`config.mk`:
```
export PLATFORM = sky130hd
export DESIGN_NAME = bcd_display_mux
export DESIGN_NICKNAME = d
export VERILOG_FILES = /design/src/rtl/bcd_display_mux.sv
export SDC_FILE = /design/constraint.sdc
export NUM_CORES = 1
export LEC_CHECK = 0
export ABC_AREA = 1
export BUFFER_PORTS_ARGS = -buffer_cell sky130_fd_sc_hd__buf_2
export CAP_MARGIN = 20
export CORE_UTILIZATION = 60
export DETAILED_ROUTE_END_ITERATION = 8
export HOLD_SLACK_MARGIN = 0.03
export PLACE_DENSITY = 0.83
export RECOVER_POWER = 100
export SLEW_MARGIN = 20
export SYNTH_ARGS = -nofsm -noshare
export SYNTH_HDL_FRONTEND = slang
export SYNTH_SLANG_ARGS = --single-unit
```
`constraint.sdc`:
```
create_clock -name clk -period 3.5 [get_ports clk]
set_input_delay 0.875 -clock clk [delete_from_list [all_inputs] [get_ports clk]]
set_output_delay 0.875 -clock clk [all_outputs]
set_load 0.05 [all_outputs]
```
`src/rtl/bcd_display_mux.sv`:
```
// Four-digit multiplexed seven-segment driver for the calculator's BCD result.
// Latches digits and sign on load, scans one digit per refresh interval, blanks leading zeros.
module bcd_display_mux #(
   parameter int REFRESH_DIV = 100000
) (
   input  logic       clk,
   input  logic       reset,
   input  logic       load,
   input  logic [3:0] ones,
   input  logic [3:0] tens,
   input  logic [3:0] hundreds,
   input  logic       negative,
   input  logic       lz_en,
   output logic [3:0] an,
   output logic [6:0] seg
);

   localparam int CW = (REFRESH_DIV > 1) ? $clog2(REFRESH_DIV) : 1;

   typedef enum logic [1:0] {
      S_ONES = 2'd0,
      S_TENS = 2'd1,
      S_HUND = 2'd2,
      S_SIGN = 2'd3
   } state_t;

   state_t        state;
   state_t        state_next;
   logic [CW-1:0] cnt;
   logic          wrap;
   logic [3:0]    ones_q;
   logic [3:0]    tens_q;
   logic [3:0]    hundreds_q;
   logic          neg_q;
   logic [3:0]    an_next;
   logic [6:0]    seg_next;
   logic [3:0]    digit;
   logic          blank;
   logic          minus;

   // Active-low patterns; anything above 9 shows "E" so bad converter output is visible.
   function automatic logic [6:0] encode(input logic [3:0] d);
      case (d)
         4'd0:    encode = 7'h40;
         4'd1:    encode = 7'h79;
         4'd2:    encode = 7'h24;
         4'd3:    encode = 7'h30;
         4'd4:    encode = 7'h19;
         4'd5:    encode = 7'h12;
         4'd6:    encode = 7'h02;
         4'd7:    encode = 7'h78;
         4'd8:    encode = 7'h00;
         4'd9:    encode = 7'h10;
         default: encode = 7'h06;
      endcase
   endfunction

   assign wrap = (cnt == CW'(REFRESH_DIV - 1));

   always_ff @(posedge clk) begin
      if (reset) begin
         state <= S_ONES;
      end else begin
         state <= state_next;
      end
   end

   always_comb begin
      state_next = state;
      an_next    = 4'b1111;
      digit      = 4'd0;
      blank      = 1'b0;
      minus      = 1'b0;
      case (state)
         S_ONES: begin
            an_next = 4'b1110;
            digit   = ones_q;
            if (wrap) state_next = S_TENS;
         end
         S_TENS: begin
            an_next = 4'b1101;
            digit   = tens_q;
            blank   = lz_en && (hundreds_q == 4'd0) && (tens_q == 4'd0);
            if (wrap) state_next = S_HUND;
         end
         S_HUND: begin
            an_next = 4'b1011;
            digit   = hundreds_q;
            blank   = lz_en && (hundreds_q == 4'd0);
            if (wrap) state_next = S_SIGN;
         end
         default: begin
            an_next = 4'b0111;
            minus   = neg_q;
            blank   = !neg_q;
            if (wrap) state_next = S_ONES;
         end
      endcase
      if (blank) begin
         seg_next = 7'h7F;
      end else if (minus) begin
         seg_next = 7'h3F;
      end else begin
         seg_next = encode(digit);
      end
   end

   // Outputs reflect the state and holding registers as they stood before this edge.
   always_ff @(posedge clk) begin
      if (reset) begin
         cnt        <= '0;
         ones_q     <= 4'd0;
         tens_q     <= 4'd0;
         hundreds_q <= 4'd0;
         neg_q      <= 1'b0;
         an         <= 4'b1111;
         seg        <= 7'h7F;
      end else begin
         cnt <= wrap ? '0 : cnt + CW'(1);
         if (load) begin
            ones_q     <= ones;
            tens_q     <= tens;
            hundreds_q <= hundreds;
            neg_q      <= negative;
         end
         an  <= an_next;
         seg <= seg_next;
      end
   end

endmodule

```
==> key figures, run 1 <==
Run status
  • Status: completed

Synth
  • Netlist Area Pre-Place: 2030 um^2
  • Flops & latches, synth: 43
  • Cells after Synth: 278
  • Yosys top cell area share: between 40 and 50%
  • Synth Warn #: 0
  • Post-synth top flop: dfxtp_1
  • Seq/Total Area, Yosys: around 42%
  • Netlist cell types: 26
  • Synthesized Nets: ~310
  • Synth async-reset ratio: 0%
  • Yosys top cell by area: dfxtp_1
  • Synth Area per Inst: around 7.3 um^2
  • EDFF count, synth: 0
  • Synth area leaders: dfxtp_1 (42%), nand2_1 (11%), nor2_1 (9.1%)

Setup path
  • Setup crit start kind: flop
  • Crit end category: primary output
  • CP endpoint: seg[6]
  • Crit Path Max Fanout: 1
  • Worst path slowest cell: clkbuf_1
  • Worst r2r dst: cnt[10]
  • CP startpoint: seg[6]
  • Max stage delay on crit path: 0.46 ns
  • CP arrival: around 1.1 ns
  • Worst Path Buf+Inv: 1
  • Reg2reg path depth: 6
  • Worst r2r src: cnt[0]
  • WP data required: 2.62 ns
  • Family with the most delay on the worst path: buffers and inverters
  • Setup CP Type: reg -> out
  • Levels on crit path: 1
  • Reg2reg setup slack: approximately 1.6 ns
  • Crit-path cells: clkbuf_1

Clocking
  • Clk slew on worst S/H paths: 0.12 ns
  • Resize count post-CTS: 0
  • Clock tree buffer depth: 2
  • Hold Buf Count CTS: 0
  • Number of post-CTS setup repair buffers: 0
  • CTS HTree Levels: 2
  • Total CTS buffers: 5
  • TritonCTS clock tree: done
  • Clock sink total: 43
  • Clk_lat worst skew: 0.35 ns
  • Clock Tree Root: clkbuf_4

Timing
  • Unrepaired setup endpoints after global routing: no
  • Final Slew Violations: 0
  • Hold_ws: 0.485 ns
  • Clock Skew: 0.0128 ns
  • Slew margin rel.: 60.5%
  • Setup TNS: 0 ns
  • Final Worst Setup Slack: 1.49 ns
  • Worst-Margin Slew: a little under 0.6 ns
  • Highest Clock Rate: 498 MHz
  • Final Hold Vio Count: 0
  • Period utilization: 57.4%
  • Period minus WS final: 2.01 ns
  • Final setup fails: 0

Finish
  • Share of layout cells above drive strength 1: 9.74%
  • P&R area growth vs syn: 11.4%
  • Inserted Diodes: 0
  • NumNets Final: 335
  • Fin area: ~2300 um^2

GRT
  • GRT Total Usage: 24.6%
  • Total global routing overflow: 0
  • Largest net degree at the start of global routing: 23
  • Initial antenna violation count: 0
  • Vias in the first global route: 1,518
  • Global-route wire length before repair: 6.64 mm

Pwr
  • Worst VDD drop: 0.334 mV
  • Clock power share: roughly 38%
  • Leak Pwr: 0.966 nW
  • Cell Int Power: 765 uW
  • Switch share: 24.1%
  • Switching Power: 243 uW
  • P per Cell Area: 445 nW/um^2
  • Reg power frac: 51.9%
  • Combinational power share: 10.6%

Placed design
  • Hpwl dp: approximately 2.8 mm
  • Post-placement setup slack: 1.60 ns
  • Final GP Congestion: 0.854
  • Dpl cell area: 2190 um^2
  • # port buffers: 27

Route
  • Wirelength per Cell: 11.1 um
  • DRT iter0 DRCs: 103
  • Drt total wl: 3.91 mm
  • Number of vias per cell: 5.03
  • DRC Markers: 0
  • First drt pass iteration count: 4
  • Routed Antenna Nets: 0
  • DR vias: 1,769

Die
  • Row Count: 20
  • DIE WIDTH: 60.2 um
  • I/O pins: 28
  • Die Y: approximately 60 um
  • Starting density of the core: 64.9%
  • Core region area: 3130 um^2
  • Total Die Area: 3620 um^2

Min path
  • Hold WC Path Type: reg -> reg

Flow run
  • Max-cap violations: 0
-- flip-flops by register name, summed over array words and instances (netlist names) --
register and cells:
an 4, state 2, seg 7, cnt 17
ones_q 4, tens_q 4, neg_q 1, hundreds_q 4
-- cell type report --
cell class                      instances  area (um^2)
Tap cell                               44         55.1
Sequential cell                        43          861
Clock buffer                            6         41.3
Timing Repair Buffer                   27          121
Fill cell                             276          866
Inverter                               27          101
Multi-Input combinational cell        203         1020
Clock inverter                          2         60.1
-- kinds of logic after synthesis --
family | synth area share (%)
xor+xnor | 3.02
compound gates | 8.01
simple gates | 33.5
flops | 42.4
fa+ha+maj | 6.78
buf+inv | 6.28
-- power by group through the flow --
stage	Combinational (mW)	Sequential, mW	Clock [mW]
final	0.106	0.522	0.379
after global routing	0.119	0.525	0.404
after CTS	0.110	0.522	0.383
after detailed placement	0.109	0.533	0
after global placement	0.107	0.533	0
after floorplan	0.0527	0.561	0
-- Yosys cell counts (all sizes together), types with 2 or more instances --
cell / instances
a21oi: 10
ha: 11
nand4: 5
buf: 2
nand3: 25
nor3: 3
xor2: 5
and2: 2
o21ai: 21
dfxtp: 43
nor2: 53
clkbuf: 3
xnor2: 2
inv: 27
nand2: 63
-- placed cells by master (no fill, tap or decap) --
cell,instances
bufinv_16,2
a21boi_1,1
nor3_2,2
nand3_1,24
nand2_1,63
inv_2,1
ha_1,11
o21ai_0,21
inv_1,26
and2_0,1
buf_2,16
xor2_1,5
nor2_2,2
dfxtp_1,43
nand3_2,1
nand3b_1,1
nor2_4,1
or2_0,1
and2_1,1
a21oi_1,10
clkbuf_4,5
clkbuf_1,12
nor3_1,1
nor2_1,50
nand4_1,5
xnor2_1,2
-- worst min-delay path by stage --
stage | start | to | slack, ns | cells after the start
floorplan | cnt[0] | cnt[0] | 0.43 | 1
global placement | cnt[0] | cnt[0] | 0.45 | 1
detailed placement | cnt[0] | cnt[0] | 0.46 | 1
CTS | cnt[0] | cnt[0] | 0.49 | 1
global route | cnt[15] | cnt[15] | 0.50 | 2
finish | hundreds_q[2] | hundreds_q[2] | 0.48 | 2
-- per-stage QoR --
| step | power, mW | instances | utilization, % |
|---|---|---|---|
| after detailed placement | 0.642 | 344 | 70.2 |
| final | 1.01 | 352 | 72.3 |
| after global routing | 1.05 | 352 | 72.3 |
| after CTS | 1.01 | 352 | 73.4 |
| after floorplan | 0.613 | 278 | - |
| after global placement | 0.640 | 344 | 70.2 |
-- per-layer routing --
metal / wire [um] / GRT usage (%) / vias to the layer above
li1: - / - / 939
met1: 2030 / 34.0 / 783
met2: 1670 / 37.5 / 41
met3: 153 / 5.84 / 6
met4: 53 / 7.97 / 0
met5: 0 / 0 / -
No activity file was read; power rests on OpenSTA's default activity.
==> inputs of run 2 (changes only) <==
--- a/config.mk
+++ b/config.mk
@@ -5,13 +5,13 @@
 export SDC_FILE = /design/constraint.sdc
 export NUM_CORES = 1
 export LEC_CHECK = 0
-export ABC_AREA = 1
+export ABC_AREA = 0
 export BUFFER_PORTS_ARGS = -buffer_cell sky130_fd_sc_hd__buf_2
 export CAP_MARGIN = 20
-export CORE_UTILIZATION = 60
+export CORE_UTILIZATION = 56
 export DETAILED_ROUTE_END_ITERATION = 8
 export HOLD_SLACK_MARGIN = 0.03
-export PLACE_DENSITY = 0.83
+export PLACE_DENSITY = 0.78
 export RECOVER_POWER = 100
 export SLEW_MARGIN = 20
 export SYNTH_ARGS = -nofsm -noshare
==> constraint.sdc (replaced) <==
create_clock -name clk -period 2 [get_ports clk]
set_input_delay 0.5 -clock clk [delete_from_list [all_inputs] [get_ports clk]]
set_output_delay 0.5 -clock clk [all_outputs]
set_load 0.05 [all_outputs]
==> run 2 against run 1 <==
  * Utilization increased by 1.1 points
  * Final area is 2.3% higher
  * Synthesized area down 5.3%
  * First-iteration DRC count increased by 20%
  * Critical path depth grew 8
  * Largest cell class unchanged
==> key figures, run 2 <==
Synth
  • Most frequent cell after synthesis: dfxtp_1
  • Flops & latches, synth: 43
  • Yosys top cell area share: 44.8%
  • Synth async-reset ratio: 0%
  • Synthesized Nets: 237
  • Synth area leaders: dfxtp_1 (45%), ha_1 (7.2%), mux2i_1 (6.8%)
  • Cells after Synth: 209
  • EDFF count, synth: 0
  • Synth Warn #: 0
  • Post-synth top flop: dfxtp_1
  • Yosys top cell by area: dfxtp_1
  • Synth Area per Inst: ~9.2 um^2
  • Netlist Area Pre-Place: 1920 um^2
  • Synth top cells by count: dfxtp_1 (43), nor2_1 (32), nand2_1 (14), mux2i_1 (13), ha_1 (11)
  • Seq/Total Area, Yosys: approximately 45%
  • Netlist cell types: 36

Pwr
  • Worst VDD drop: between 0.5 and 0.6 mV
  • Leak Pwr: 0.929 nW
  • P per Cell Area: 672 nW/um^2
  • Total Power: 1.56 mW

Finish
  • Final core occ: 73.4%
  • Most frequent cells in the layout: dfxtp_1 (41), nor2_1 (32), buf_4 (16)
  • Inserted Diodes: 0
  • Share of layout cells above drive strength 1: 20.8%
  • NumNets Final: 283
  • Largest Register: cnt
  • Number of flip-flops in the largest register: 17
  • FILL cells: between 200 and 300
  • Largest regs: cnt (17), seg (7)
  • Commonest non-fill, non-tap cell in the layout: dfxtp_1
  • P&R area growth vs syn: 20.4%

Die
  • DIE WIDTH: just over 60 um
  • Starting density of the core: 61.0%
  • Core region area: 3150 um^2
  • I/O pins: 28
  • Total Die Area: 3670 um^2
  • Die Y: 60.6 um
  • Row Count: 20

Timing
  • Period utilization: 98.4%
  • Clock Skew: just over 0.008 ns
  • Period minus WS final: 1.97 ns
  • Final setup fails: 0
  • Setup TNS: 0 ns
  • Final Hold Vio Count: 0
  • Final Slew Violations: 0
  • Highest Clock Rate: 508 MHz
  • Worst-Margin Slew: 0.920 ns
  • Slew margin rel.: between 30 and 40%
  • Hold_ws: around 0.38 ns

GRT
  • GRT Total Usage: about a quarter
  • Largest net degree at the start of global routing: 19
  • Vias in the first global route: 1,540
  • Total global routing overflow: 0
  • Global-route wire length before repair: 6.71 mm
  • Initial antenna violation count: 0

Route
  • First drt pass iteration count: 5
  • Wirelength per Cell: 13.9 um
  • DR vias: 1,661
  • DRT iter0 DRCs: 124
  • Drt total wl: 4.15 mm
  • DRC Markers: 0
  • Routed Antenna Nets: 0
  • Number of vias per cell: 5.56

Clocking
  • TritonCTS clock tree: done
  • Hold Buf Count CTS: 0
  • Clock tree buffer depth: 2
  • Total CTS buffers: 5
  • Clock sink total: 43
  • CTS HTree Levels: 2
  • Clk slew on worst S/H paths: between 0.1 and 0.15 ns
  • Clock Tree Root: clkbuf_4
  • Clk_lat worst skew: 0.35 ns

Setup path
  • Setup crit start kind: flop
  • CP arrival: roughly 2.2 ns
  • Crit end category: flop
  • WP data required: 2.23 ns
  • Crit Path Max Fanout: 4
  • Reg2reg setup slack: 0.03 ns
  • Setup CP Type: reg -> reg

Flow run
  • Max-cap violations: 0

Placed design
  • Hpwl dp: 2.80 mm
  • # port buffers: 27
  • Final GP Congestion: 0.864

Run status
  • Status: completed

Min path
  • Hold WC Path Type: in -> reg
## run 2: cell count changes in the layout (fill, tap and decap cells not counted), moves of 4 or more
cell      before  now
a222oi_1       0    4
nor2_1        50   32
ha_1          11    7
nand2_1       63   14
mux2i_1        0   13
nor4_1         0    6
xnor2_1        2    8
o21ai_0       21    6
buf_4          0   16
inv_1         26    7
nand3_1       24    6
nand2b_1       0    7
## run 2: layout make-up
class | instances | area (um^2) | share of cell area [%]
multi-input combinational | 151 | 1050 | 45.4
clock inverter | 1 | 5.00 | 0.216
clock buffer | 6 | 51.3 | 2.22
timing repair buffer | 45 | 250 | 10.8
inverter | 9 | 36.3 | 1.57
tap | 44 | 55.1 | 2.38
sequential | 43 | 866 | 37.4
## run 2: cell families (layout without fill, tap and decap cells)
kind of cell | Yosys count | after routing | synth area share (%)
simple gates | 88 | 88 | 22.8
flops | 43 | 43 | 44.8
buf+inv | 15 | 61 | 3.12
fa+ha+maj | 11 | 11 | 7.16
compound gates | 26 | 26 | 9.50
xor+xnor | 13 | 13 | 5.92
mux | 13 | 13 | 6.77
## run 2: path summary, 6_finish.rpt
path                            startpoint         to  depth (start not counted)
worst max-delay path              state[0]     seg[4]                          9
worst max register to register    state[0]     seg[4]                          9
worst min-delay path               tens[2]  tens_q[2]                          3
worst min register to register      cnt[0]     cnt[0]                          1
## run 2: power breakdown
group          leakage [nW]  internal, mW  total [mW]  switching (mW)
clock network        0.0341         0.163       0.427           0.264
logic                 0.541        0.0835       0.216           0.132
registers             0.354         0.890       0.913          0.0236
total                 0.929          1.14        1.56           0.420
## run 2: repair_timing
item                       CTS  global route
setup buffers                4             3
setup endpoints to repair    2             5
pin swaps                    2             4
resized for setup            5            11
## run 2: routing by layer
layer  track usage [%]  wire length [um]
met1              32.2              1950
met2              41.6              1960
met3              5.76               193
met4              9.09                50
met5                 0                 0
## run 2: worst max-delay path, cell delays in order (launching register included)
cell	delay, ns
dfxtp_2	0.36
buf_4	0.14
ha_2	0.19
a222oi_1	0.26
buf_4	0.18
or2_4	0.14
inv_1	0.06
ha_1	0.19
o211ai_1	0.19
o311ai_1	0.12
## run 2: per-stage QoR
| step | area (um^2) | worst slack [ns] | cells |
|---|---|---|---|
| after floorplan | 1920 | 0.103 | 209 |
| after global placement | 2170 | 0.0828 | 285 |
| after detailed placement | 2170 | -0.0395 | 285 |
| after CTS | 2270 | 0.0166 | 296 |
| after global routing | 2310 | -0.0870 | 299 |
| final | 2310 | 0.0315 | 299 |
==> inputs of run 3 (changes only) <==
--- a/config.mk
+++ b/config.mk
@@ -13,6 +13,7 @@
 export HOLD_SLACK_MARGIN = 0.03
 export PLACE_DENSITY = 0.78
 export RECOVER_POWER = 100
+export SETUP_SLACK_MARGIN = 0.2
 export SLEW_MARGIN = 20
 export SYNTH_ARGS = -nofsm -noshare
 export SYNTH_HDL_FRONTEND = slang
==> run 3 against run 2 <==
  * Global-route usage is 0.16 points lower
  * Sequential cell count unchanged
  * Critical endpoint is now seg[1]
  * Sequential power is essentially flat
  * Critical path type unchanged
  * Combinational power is essentially flat
  * First-iteration DRC count up 29%
  * Critical path depth down 1
==> key figures, run 3 (synthesized netlist as in run 2, its figures left out) <==
Run status
  • Status: completed

Route
  • First drt pass iteration count: 4
  • Wirelength per Cell: 13.4 um
  • Number of vias per cell: about 5.5
  • Drt total wl: 4.04 mm
  • DR vias: 1,654
  • Routed Antenna Nets: 0
  • DRC Markers: 0
  • DRT iter0 DRCs: 160

Timing
  • Highest Clock Rate: 510 MHz
  • Final Slew Violations: 0
  • Final Worst Setup Slack: 0.0388 ns
  • Clock Skew: approximately 0.009 ns
  • Slew margin rel.: about two fifths
  • Worst-Margin Slew: between 0.9 and 1 ns
  • Unrepaired setup endpoints after global routing: yes
  • Hold_ws: 0.384 ns
  • Period utilization: 98.1%
  • Setup TNS: 0 ns
  • Final setup fails: 0
  • Final Hold Vio Count: 0
  • Period minus WS final: 1.96 ns

Clocking
  • Hold Buf Count CTS: 0
  • Total CTS buffers: 5
  • CTS HTree Levels: 2
  • Clk_lat worst skew: 0.35 ns
  • Clock Tree Root: clkbuf_4
  • Clock tree buffer depth: 2
  • TritonCTS clock tree: done
  • Clock sink total: 43
  • Clk slew on worst S/H paths: 0.12 ns

Finish
  • Fin area: about 2400 um^2
  • P&R area growth vs syn: 23.4%
  • Most frequent cells in the layout: dfxtp_1 (40), nor2_1 (32), buf_2 (15), buf_4 (15)
  • NumNets Final: 284
  • Commonest non-fill, non-tap cell in the layout: dfxtp_1
  • Inserted Diodes: 0
  • FILL cells: 245
  • Largest Register: cnt
  • Share of layout cells above drive strength 1: between 20% and 30%
  • Number of flip-flops in the largest register: 17
  • Largest regs: cnt (17), seg (7)

Pwr
  • Total Power: 1.60 mW
  • Worst VDD drop: 0.516 mV
  • Leak Pwr: 0.942 nW
  • Switch share: 26.3%
  • Cell Int Power: 1.18 mW
  • Switching Power: roughly 420 uW
  • Reg power frac: around 57%
  • Clock power share: 29.5%
  • P per Cell Area: 673 nW/um^2
  • Combinational power share: a little over an eighth

Setup path
  • Setup crit start kind: flop
  • Worst Path Buf+Inv: 1
  • Crit Path Max Fanout: 5
  • Most used cell, CP: ha_4
  • Levels on crit path: 8
  • Crit end category: flop
  • Max stage delay on crit path: 0.45 ns
  • Reg2reg path depth: 8
  • Crit-path cells: inv_4, ha_4, a222oi_1, or2_4, ha_4, and2b_1, a21oi_2, o21ai_1
  • WP data required: 2.24 ns
  • Reg2reg setup slack: 0.04 ns
  • Setup CP Type: reg -> reg
  • CP startpoint: state[0]
  • Family with the most delay on the worst path: compound AO/OA/AOI/OAI gates
  • CP arrival: 2.20 ns
  • Worst r2r src: state[0]
  • Worst r2r dst: seg[1]
  • CP endpoint: seg[1]
  • Worst path slowest cell: a222oi_1

GRT
  • GRT Total Usage: 25.0%
  • Largest net degree at the start of global routing: 23
  • Total global routing overflow: 0
  • Vias in the first global route: 1,496
  • Initial antenna violation count: 0
  • Global-route wire length before repair: about 6.7 mm

Min path
  • Hold WC Path Type: in -> reg

Die
  • Core region area: approximately 3200 um^2
  • Row Count: 20
  • Die Y: 60.6 um
  • DIE WIDTH: 60.6 um
  • I/O pins: 28
  • Starting density of the core: around three fifths
  • Total Die Area: about 3700 um^2

Flow run
  • Max-cap violations: 0

Placed design
  • Dpl cell area: 2150 um^2
  • Final GP Congestion: between 0.8 and 0.9
  • # port buffers: 27
  • Hpwl dp: 2.69 mm
  • Post-placement setup slack: 0.0176 ns
run 3: cell count changes in the layout (fill, tap and decap cells not counted), sizes merged:
| cell | previous run | this run |
|---|---|---|
| clkbuf | 20 | 23 |
| clkinv | 1 | 0 |
run 3: tightest hold or removal path, delay by kind of cell:
| family | cells | cell delay, ns |
|---|---|---|
| multiplexers | 1 | 0.05 |
| buffers and inverters | 1 | 0.08 |
| AND/OR/NAND/NOR | 1 | 0.07 |
run 3: layout make-up:
cell class / instances / area (um^2) / area share [%]
well taps: 44 / 55.1 / 2.32
multi-input cells: 151 / 1080 / 45.5
flip-flops and latches: 43 / 870 / 36.6
repair buffers: 46 / 260 / 11.0
inverters: 9 / 38.8 / 1.63
clock buffers: 8 / 68.8 / 2.90
run 3: stage by stage:
stage                     util [%]  cells
after CTS                     75.1    300
final                         75.3    301
after global routing          75.3    301
after detailed placement      68.2    279
after global placement        68.2    279
after floorplan                  -    209
run 3: timing repair:
item,in CTS,in global routing
setup endpoints to repair,7,9
pin swaps,7,6
setup buffers,13,1
resized for setup,13,6
run 3: power groups by stage:
stage | Clock [mW] | Combinational, mW | Sequential [mW]
2_1_floorplan | 0 | 0.0971 | 0.977
3_3_place_gp | 0 | 0.194 | 0.932
3_5_place_dp | 0 | 0.198 | 0.932
4_1_cts | 0.480 | 0.212 | 0.910
5_1_grt | 0.518 | 0.234 | 0.917
6_report | 0.471 | 0.215 | 0.912
run 3: worst min-delay path by stage:
stage / startpoint / end / depth (start not counted)
floorplan: cnt[0] / cnt[0] / 1
finish: tens[0] / tens_q[0] / 3
detailed placement: cnt[0] / cnt[0] / 1
global placement: cnt[0] / cnt[0] / 1
global route: hundreds[3] / hundreds_q[3] / 3
CTS: hundreds[3] / hundreds_q[3] / 3
run 3: per-layer routing:
layer	wire length [um]	GRT usage, %
met5	0	0
met4	48	7.14
met3	232	6.18
met2	1900	38.3
met1	1870	35.0
